[config.mk]
export PLATFORM = sky130hd
export DESIGN_NAME = sram_arbiter
export DESIGN_NICKNAME = d
export VERILOG_FILES = /design/src/rtl/sram_arbiter.sv
export SDC_FILE = /design/constraint.sdc
export NUM_CORES = 1
export LEC_CHECK = 0
export ABC_AREA = 1
export ABC_CLOCK_PERIOD_IN_PS = 1900
export BUFFER_PORTS_ARGS = -buffer_cell sky130_fd_sc_hd__buf_4
export CAP_MARGIN = 20
export CORE_AREA = 2 2 119 121
export CTS_CLUSTER_SIZE = 8
export DETAILED_ROUTE_END_ITERATION = 16
export DIE_AREA = 0 0 121 123
export GPL_ROUTABILITY_DRIVEN = 0
export GPL_TIMING_DRIVEN = 0
export SLEW_MARGIN = 10
export SYNTH_ARGS = -nofsm -noshare
export SYNTH_HDL_FRONTEND = slang
export SYNTH_SLANG_ARGS = --single-unit
[constraint.sdc]
create_clock -name clk -period 1.9 [get_ports clk]
set_clock_uncertainty 0.2 [all_clocks]
set_input_delay 0.38 -clock clk [delete_from_list [all_inputs] [get_ports clk]]
set_output_delay 0.38 -clock clk [all_outputs]
set_load 0.005 [all_outputs]
[src/rtl/sram_arbiter.sv]
// sram_arbiter: shares one SRAM controller port between two requesters.
// Port 0 (data memory) and port 1 (secondary master) are served one
// transaction at a time; every transaction is followed by a one-cycle
// RELEASE with all memory enables low.
// Optional build macro: SRAM_ARB_ROUND_ROBIN_EN selects a last-served
// round-robin tie-break instead of fixed p0 priority.
module sram_arbiter #(
  parameter int ADDR_W = 32,
  parameter int DATA_W = 32
) (
  input  logic              clk,
  input  logic              rst,
  input  logic              p0_read_en,
  input  logic              p0_write_en,
  input  logic [ADDR_W-1:0] p0_address,
  input  logic [DATA_W-1:0] p0_write_data,
  output logic [DATA_W-1:0] p0_read_data,
  output logic              p0_ready,
  input  logic              p1_read_en,
  input  logic              p1_write_en,
  input  logic [ADDR_W-1:0] p1_address,
  input  logic [DATA_W-1:0] p1_write_data,
  output logic [DATA_W-1:0] p1_read_data,
  output logic              p1_ready,
  output logic              mem_read_en,
  output logic              mem_write_en,
  output logic [ADDR_W-1:0] mem_address,
  output logic [DATA_W-1:0] mem_write_data,
  input  logic [DATA_W-1:0] mem_read_data,
  input  logic              mem_ready,
  output logic [1:0]        grant,
  output logic              busy
);

  typedef enum logic [1:0] {
    IDLE    = 2'd0,
    GRANT0  = 2'd1,
    GRANT1  = 2'd2,
    RELEASE = 2'd3
  } state_t;

  state_t            state_q, state_d;
  logic [DATA_W-1:0] rdata0_q, rdata0_d;
  logic [DATA_W-1:0] rdata1_q, rdata1_d;
  logic              req0_s, req1_s;
  logic              done0_s, done1_s;
  logic              cap0_s, cap1_s;
  logic              pick1_s;

  assign req0_s = p0_read_en | p0_write_en;
  assign req1_s = p1_read_en | p1_write_en;

  // The owner's enables equal its request, so completion is mem_ready while
  // granted and still requesting.
  assign done0_s = (state_q == GRANT0) & mem_ready & req0_s;
  assign done1_s = (state_q == GRANT1) & mem_ready & req1_s;

  // A write wins over a simultaneous read, so only pure reads capture data.
  assign cap0_s = done0_s & p0_read_en & ~p0_write_en;
  assign cap1_s = done1_s & p1_read_en & ~p1_write_en;

  assign p0_ready = ~req0_s | done0_s;
  assign p1_ready = ~req1_s | done1_s;

  // Read data bypasses the controller in the completion cycle, else holds.
  assign p0_read_data = cap0_s ? mem_read_data : rdata0_q;
  assign p1_read_data = cap1_s ? mem_read_data : rdata1_q;
  assign rdata0_d     = cap0_s ? mem_read_data : rdata0_q;
  assign rdata1_d     = cap1_s ? mem_read_data : rdata1_q;

`ifdef SRAM_ARB_ROUND_ROBIN_EN
  logic prefer1_q, prefer1_d;

  // Last-served pointer: the port just completed loses the next tie.
  always_comb begin
    prefer1_d = prefer1_q;
    if (done0_s) begin
      prefer1_d = 1'b1;
    end else if (done1_s) begin
      prefer1_d = 1'b0;
    end else begin
      prefer1_d = prefer1_q;
    end
  end

  // Pointer register, p0 preferred out of reset.
  always_ff @(posedge clk or negedge rst) begin
    if (!rst) begin
      prefer1_q <= 1'b0;
    end else begin
      prefer1_q <= prefer1_d;
    end
  end

  assign pick1_s = prefer1_q;
`else
  assign pick1_s = 1'b0;
`endif

  // Next-state logic plus pass-through of the granted port onto mem_*.
  always_comb begin
    state_d        = state_q;
    mem_read_en    = 1'b0;
    mem_write_en   = 1'b0;
    mem_address    = {ADDR_W{1'b0}};
    mem_write_data = {DATA_W{1'b0}};
    grant          = 2'b00;
    busy           = 1'b0;
    case (state_q)
      IDLE: begin
        if (req0_s && req1_s) begin
          state_d = pick1_s ? GRANT1 : GRANT0;
        end else if (req0_s) begin
          state_d = GRANT0;
        end else if (req1_s) begin
          state_d = GRANT1;
        end else begin
          state_d = IDLE;
        end
      end
      GRANT0: begin
        grant          = 2'b01;
        busy           = 1'b1;
        mem_write_en   = p0_write_en;
        mem_read_en    = p0_read_en & ~p0_write_en;
        mem_address    = p0_address;
        mem_write_data = p0_write_data;
        if (!req0_s || done0_s) begin
          state_d = RELEASE;
        end else begin
          state_d = GRANT0;
        end
      end
      GRANT1: begin
        grant          = 2'b10;
        busy           = 1'b1;
        mem_write_en   = p1_write_en;
        mem_read_en    = p1_read_en & ~p1_write_en;
        mem_address    = p1_address;
        mem_write_data = p1_write_data;
        if (!req1_s || done1_s) begin
          state_d = RELEASE;
        end else begin
          state_d = GRANT1;
        end
      end
      RELEASE: begin
        state_d = IDLE;
      end
      default: begin
        state_d = IDLE;
      end
    endcase
  end

  // State and per-port read-data registers.
  always_ff @(posedge clk or negedge rst) begin
    if (!rst) begin
      state_q  <= IDLE;
      rdata0_q <= {DATA_W{1'b0}};
      rdata1_q <= {DATA_W{1'b0}};
    end else begin
      state_q  <= state_d;
      rdata0_q <= rdata0_d;
      rdata1_q <= rdata1_d;
    end
  end

endmodule

# Word-level counts from Yosys, hierarchy flattened
# Index checks and enable logic that the tools add are counted.
dict set report classes {
  n_eq_ne 3
  bitwise 18
  mux 14
  n_reduce_logical 7
}
# op n
set ops {}
lappend ops {{32-bit one-hot mux with 2 select lines} 2}
lappend ops {{32-bit two-way mux} 2}
lappend ops {{1-bit AND} 10}
lappend ops {{2-bit two-way mux} 4}
lappend ops {{2-bit one-hot mux with 4 select lines} 1}
lappend ops {{2-bit equality test (second input constant)} 2}
lappend ops {{1-bit inverter} 4}
lappend ops {{1-bit OR} 4}
lappend ops {{1-bit one-hot mux with 2 select lines} 2}
lappend ops {{2-bit one-hot mux with 2 select lines} 1}
lappend ops {{2-bit by 1-bit equality test with 1-bit output (second input constant)} 1}
lappend ops {{1-bit zero test} 2}
lappend ops {{2-bit zero test} 1}
lappend ops {{1-bit logical OR} 2}
lappend ops {{1-bit two-way mux} 2}
lappend ops {{2-bit OR reduction} 1}
lappend ops {{1-bit logical AND} 1}
dict set report word_totals {
  reg_bits 66
}

# Depth between registers and ports, before layout
dict set report logic_depth {
  word_depth 6
  ltp_mapped 9
  depth_no_buf 8
}

# Least setup slack after synthesis
# Ideal clock, no wire load.
dict set report synth_timing {
  path_kind {reg2out}
  start {register state_q[0]}
  end {output port mem_address[0]}
  t_arrival_ps 1344
  stages_incl_launch_ff 7
  path_slack_ps -24
  path_cell_list {dfrtp_1 > inv_1 > ha_1 > inv_1 > buf_2 > clkbuf_1 > a21oi_1}
}
dict set report synth_between {
  elab_chain_len 2
}
# element line
set synth_rtl {}
lappend synth_rtl {{start, declared} 42} ;# state_t state_q, state_d;
lappend synth_rtl {{start signal, assigned} 163} ;# state_q <= state_d;
lappend synth_rtl {{2-bit equality test / 2-bit by 1-bit equality test with 1-bit output (equally long branches)} 109} ;# case (state_q)
lappend synth_rtl {{32-bit one-hot mux with 2 select lines *} 109}
lappend synth_rtl {{end, declared} 27} ;# output logic [ADDR_W-1:0] mem_address,
# Every way passes the cells marked *; elsewhere a longest branch is shown, timed or not.

# Worst setup path in the final report
dict set report layout_timing {
  start {register state_q[0]}
  end {output port p1_read_data[29]}
}
dict set report layout_between {
  elab_chain_len 6
}
# element line
set layout_rtl {}
lappend layout_rtl {{2-bit equality test} 56} ;# assign done1_s = (state_q == GRANT1) & mem_ready & req1_s;
lappend layout_rtl {{1-bit AND (2 in series)} 56}
lappend layout_rtl {{1-bit AND (2 in series)} 60} ;# assign cap1_s = done1_s & p1_read_en & ~p1_write_en;
lappend layout_rtl {{32-bit two-way mux} n/a}
lappend layout_rtl {{end, declared} 23} ;# output logic [DATA_W-1:0] p1_read_data,
# No other way between the ends.

==> qor.tcl <==
set qor(cts_inserted_buffers) 9
set qor(synth_area_per_inst_um2) 7.17
set qor(remaining_drc_errors) 0
set qor(post_synth_num_cell_types) 17
set qor(start_util_pct) 27.6
set qor(ctsRootBufferMaster) {clkbuf_16}
set qor(cp_num_buf_inv) 3
set qor(synth_enable_flop_cells) 0
set qor(grt-busiest-layer) {met2}
set qor(numClockSinks) 66
set qor(timing.critical_path.slowest_stage_cell) {dfrtp_1}
set qor(antenna_violations_before_repair) 3
set qor(cp_data_required_time_ps) 1320
set qor(worst_hold_path.endpoint) {rdata0_q[14]$_DFF_PN0_}
set qor(top_ff_cell_synth) {dfrtp_1}
set qor(synth-simple-area-share_pct) 28.8
set qor(rsz0062_at_grt) {true}
set qor(vias_per_cell) 4.78
set qor(die-area_mm2) 0.0149
set qor(met3_usage_pct) 6.18
set qor(finish.net_count) 1078
set qor(hold_viol_final) 0
set qor(synth_top_family_by_area) {simple AND/OR/NAND/NOR gates}
set qor(power.leakage_nw) 4.47
set qor(hp-class) {in2reg}
set qor(finalCriticalPeriod_ps) 2460
set qor(global_route_wire_length_before_repair_mm) 25.7
set qor(post_synth_main_area_contributors) {dfrtp_1 44%, nand2_1 26%, a21oi_1 8.9%}
set qor(async_reset_ff_share_pct) 100
set qor(synthToLayoutAreaGrowth_pct) 137
set qor(antenna_violating_nets_post_route) 0
set qor(drv_slew) 0
set qor(synth_seq_area_share_pct) 43.9
set qor(power.internal_mw) 8.56
set qor(finish.cell_count_without_fillers) 1094
set qor(share_of_the_synthesized_area_in_compound_gates_ao_oa_aoi_oai_pct) 17.8
set qor(r2r_setup_slack_ps) -20
set qor(hpwlAfterDp_mm) 12.4
set qor(max-cap-violations) 0
set qor(wire_per_inst_um) 17.7
set qor(met1_track_utilization_from_global_routing_pct) 24.6
set qor(synth.mux.area_fraction_pct) 0
set qor(postRouteWirelength_mm) 19.4
set qor(slowest_delay_ps) 400
set qor(tritoncts_clock_tree) {done}
set qor(core.rowCount) 43
set qor(sequentialPowerShare_pct) 16.4
set qor(yosys.area_share.xor_xnor_pct) 0
set qor(failed_checks) {setup timing}
set qor(grt_start_max_net_pins) 67
set qor(syn-num-nets) 697
set qor(cts_max_path_buffers) 2
set qor(max_clock_freq_mhz) 406
set qor(synth_most_common_cell) {nand2_1}
set qor(grt_usage_pct) 22.3
set qor(timing.rr.end) {rdata0_q[15]$_DFF_PN0_}
set qor(total_power_mw) 13.7
set qor(critical_path_arrival_ps) 1880
set qor(detailedRoute.firstIterationViolations) 223
set qor(synth_largest_area_cell) {dfrtp_1}
set qor(io_buffer_count) 301
set qor(crit_fanout) 8
set qor(coreArea_mm2) 0.0136
set qor(number_of_global_route_vias_before_repair) 4933
set qor(place.detailed.instances) 1006
set qor(top_post_synthesis_cells_by_count) {264 x nand2_1, 67 x a21oi_1, 66 x dfrtp_1}
set qor(combined_area_of_all_synthesized_cells_mm2) 0.00376
set qor(path_common_cell) {nand2_2}
set qor(drt-pass1-iter-count) 4
set qor(final_layout_size_suffix_gt1_share_pct) 72.1
set qor(worst_r2r_startpoint) {state_q[0]$_DFF_PN0_}
set qor(min_from) {mem_read_data[14]}
set qor(slew_headroom_pct) 42.3
set qor(register_to_register_path_depth) 10
set qor(setup_violations) 134
set qor(yosys.area.top_type_share_pct) 43.9
set qor(final_design_area_no_fill_mm2) 0.00891
set qor(vias) 5224
set qor(share_comb_of_total_power_pct) 70.3
set qor(yosys_register_bits) 66
set qor(netlist_instances) 525
set qor(fp.dieH_um) 123
set qor(crit_path_cell_trace) {inv_2 > ha_4 > nand3b_4 > nor2_8 > clkbuf_16 > nand2_2 > nand2_2 > buf_6}
set qor(num_io_pins) 302
set qor(dieWidth_um) 121
set qor(timing.critical_path.max_delay_family) {simple AND/OR/NAND/NOR gates}
set qor(grt_overflow_total) 0
set qor(layout_worst_path_cycle_share_pct) 130
set qor(setup_slack_ps) -562
set qor(place_area_mm2) 0.00625
set qor(max-vdd-ir-drop_uv) 1120
set qor(timing_worst_slew_pin_value_ps) 865
set qor(net_switching_power_mw) 5.17
set qor(hold_depth) 3
set qor(end_kind) {output port}
set qor(clkSlewWorstSetupHoldPaths_ps) 60
set qor(clock_tree.htree_level_count) 3
set qor(post_synth_fa_ha_maj_area_fraction_pct) 1.66
set qor(startpoint_type) {flip-flop}
set qor(grtUsageMet2_pct) 39.3
set qor(yosys_warns) 0
set qor(fraction_of_power_consumed_by_the_clock_network_pct) 13.3
set qor(switching_share_pct) 37.7
set qor(critPathKind) {reg2out}
set qor(insertion_delay_ps) 330
set qor(power_density_mw_per_mm2) 1540
set qor(run_status) {complete, but fails checks}
[power by group through the flow]
stage / combinational, mW / clock, mW / sequential (mW)
finish: 9.66 / 1.82 / 2.25
global route: 10.3 / 1.89 / 2.32
CTS: 7.75 / 1.83 / 2.20
detailed placement: 5.44 / 0 / 2.22
global placement: 5.44 / 0 / 2.19
floorplan: 2.37 / 0 / 2.17
[layer usage]
layer | up-vias | part of all wire, %
met4 | 0 | 3.4
met5 | - | 0
met3 | 43 | 8.3
met1 | 2491 | 36
met2 | 232 | 52
li1 | 2458 | -
[worst min-delay path, cell delays in order]
cell     delay (ps)
buf_4            80
nand2_1          40
nand2_1          80
[final cells by class]
cell class | count | area, um2
fill | 1129 | 4700
timing repair buffer | 371 | 3300
multi-input combinational | 411 | 2840
sequential | 66 | 1650
buffer | 40 | 529
clock buffer | 10 | 239
tap | 180 | 225
clock inverter | 6 | 87.6
inverter | 7 | 36.3
antenna | 3 | 7.51
[worst max-delay path by stage]
stage / slack, ps / cells past startpoint / endpoint / from
3_3_place_gp: -420 / 7 / mem_write_data[29] / state_q[0]$_DFF_PN0_
5_1_grt: -640 / 8 / p0_read_data[20] / state_q[0]$_DFF_PN0_
6_report: -560 / 8 / p1_read_data[29] / state_q[0]$_DFF_PN0_
4_1_cts: -580 / 10 / p0_read_data[1] / state_q[1]$_DFF_PN0_
3_5_place_dp: -430 / 7 / mem_write_data[22] / state_q[0]$_DFF_PN0_
2_1_floorplan: -20 / 6 / mem_address[0] / state_q[0]$_DFF_PN0_
[placed cells by master (no fill, tap or decap), types with 2 or more instances in the layout]
cell type  instances
nand2_2           99
clkbuf_8           7
inv_1              2
buf_6             88
o21ai_1           40
nand2_1          121
buf_16             2
buf_4            276
nor2_8             2
buf_12             9
o21ai_2            9
inv_2              3
clkbuf_2           3
a21oi_2           57
bufinv_16          2
clkbuf_16         17
clkinv_2           2
ha_4               4
nand2_4           44
o21ai_4            2
o21ai_0           16
clkbuf_1           3
nand3b_4           3
nor2_1             2
dfrtp_1           66
buf_8             13
diode_2            3
a21oi_4            9
[kinds of logic after synthesis]
| kind of cell | Yosys count |
|---|---|
| AO/OA/AOI/OAI | 134 |
| flip-flops | 66 |
| adder cells (fa/ha/maj) | 5 |
| AND/OR/NAND/NOR | 271 |
| buffers and inverters | 49 |
[sequential cells by signal, summed over array words and instances, names as in the netlist]
signal and count:
rdata0_q 32, rdata1_q 32, state_q 2
[through the flow]
step / setup TNS [ps] / util, % / setup WS (ps) / hold slack (ps)
2_1_floorplan: -716 / - / -23.9 / -116
3_3_place_gp: -33100 / 45.9 / -419 / 262
3_5_place_dp: -33010 / 45.9 / -435 / 266
4_1_cts: -63840 / 55.8 / -578 / 73.5
5_1_grt: -70440 / 65.4 / -638 / 105
6_report: -62130 / 65.4 / -562 / 96.9
[what timing repair did]
item	4_1_cts	5_1_grt
setup endpoints to repair	132	135
hold buffers	1	0
buffers inserted	26	28
gates resized for setup	171	327
pin swaps	19	34
gates cloned	14	4
endpoints found under the hold margin	62	0
(Power assumes the default switching activity.)
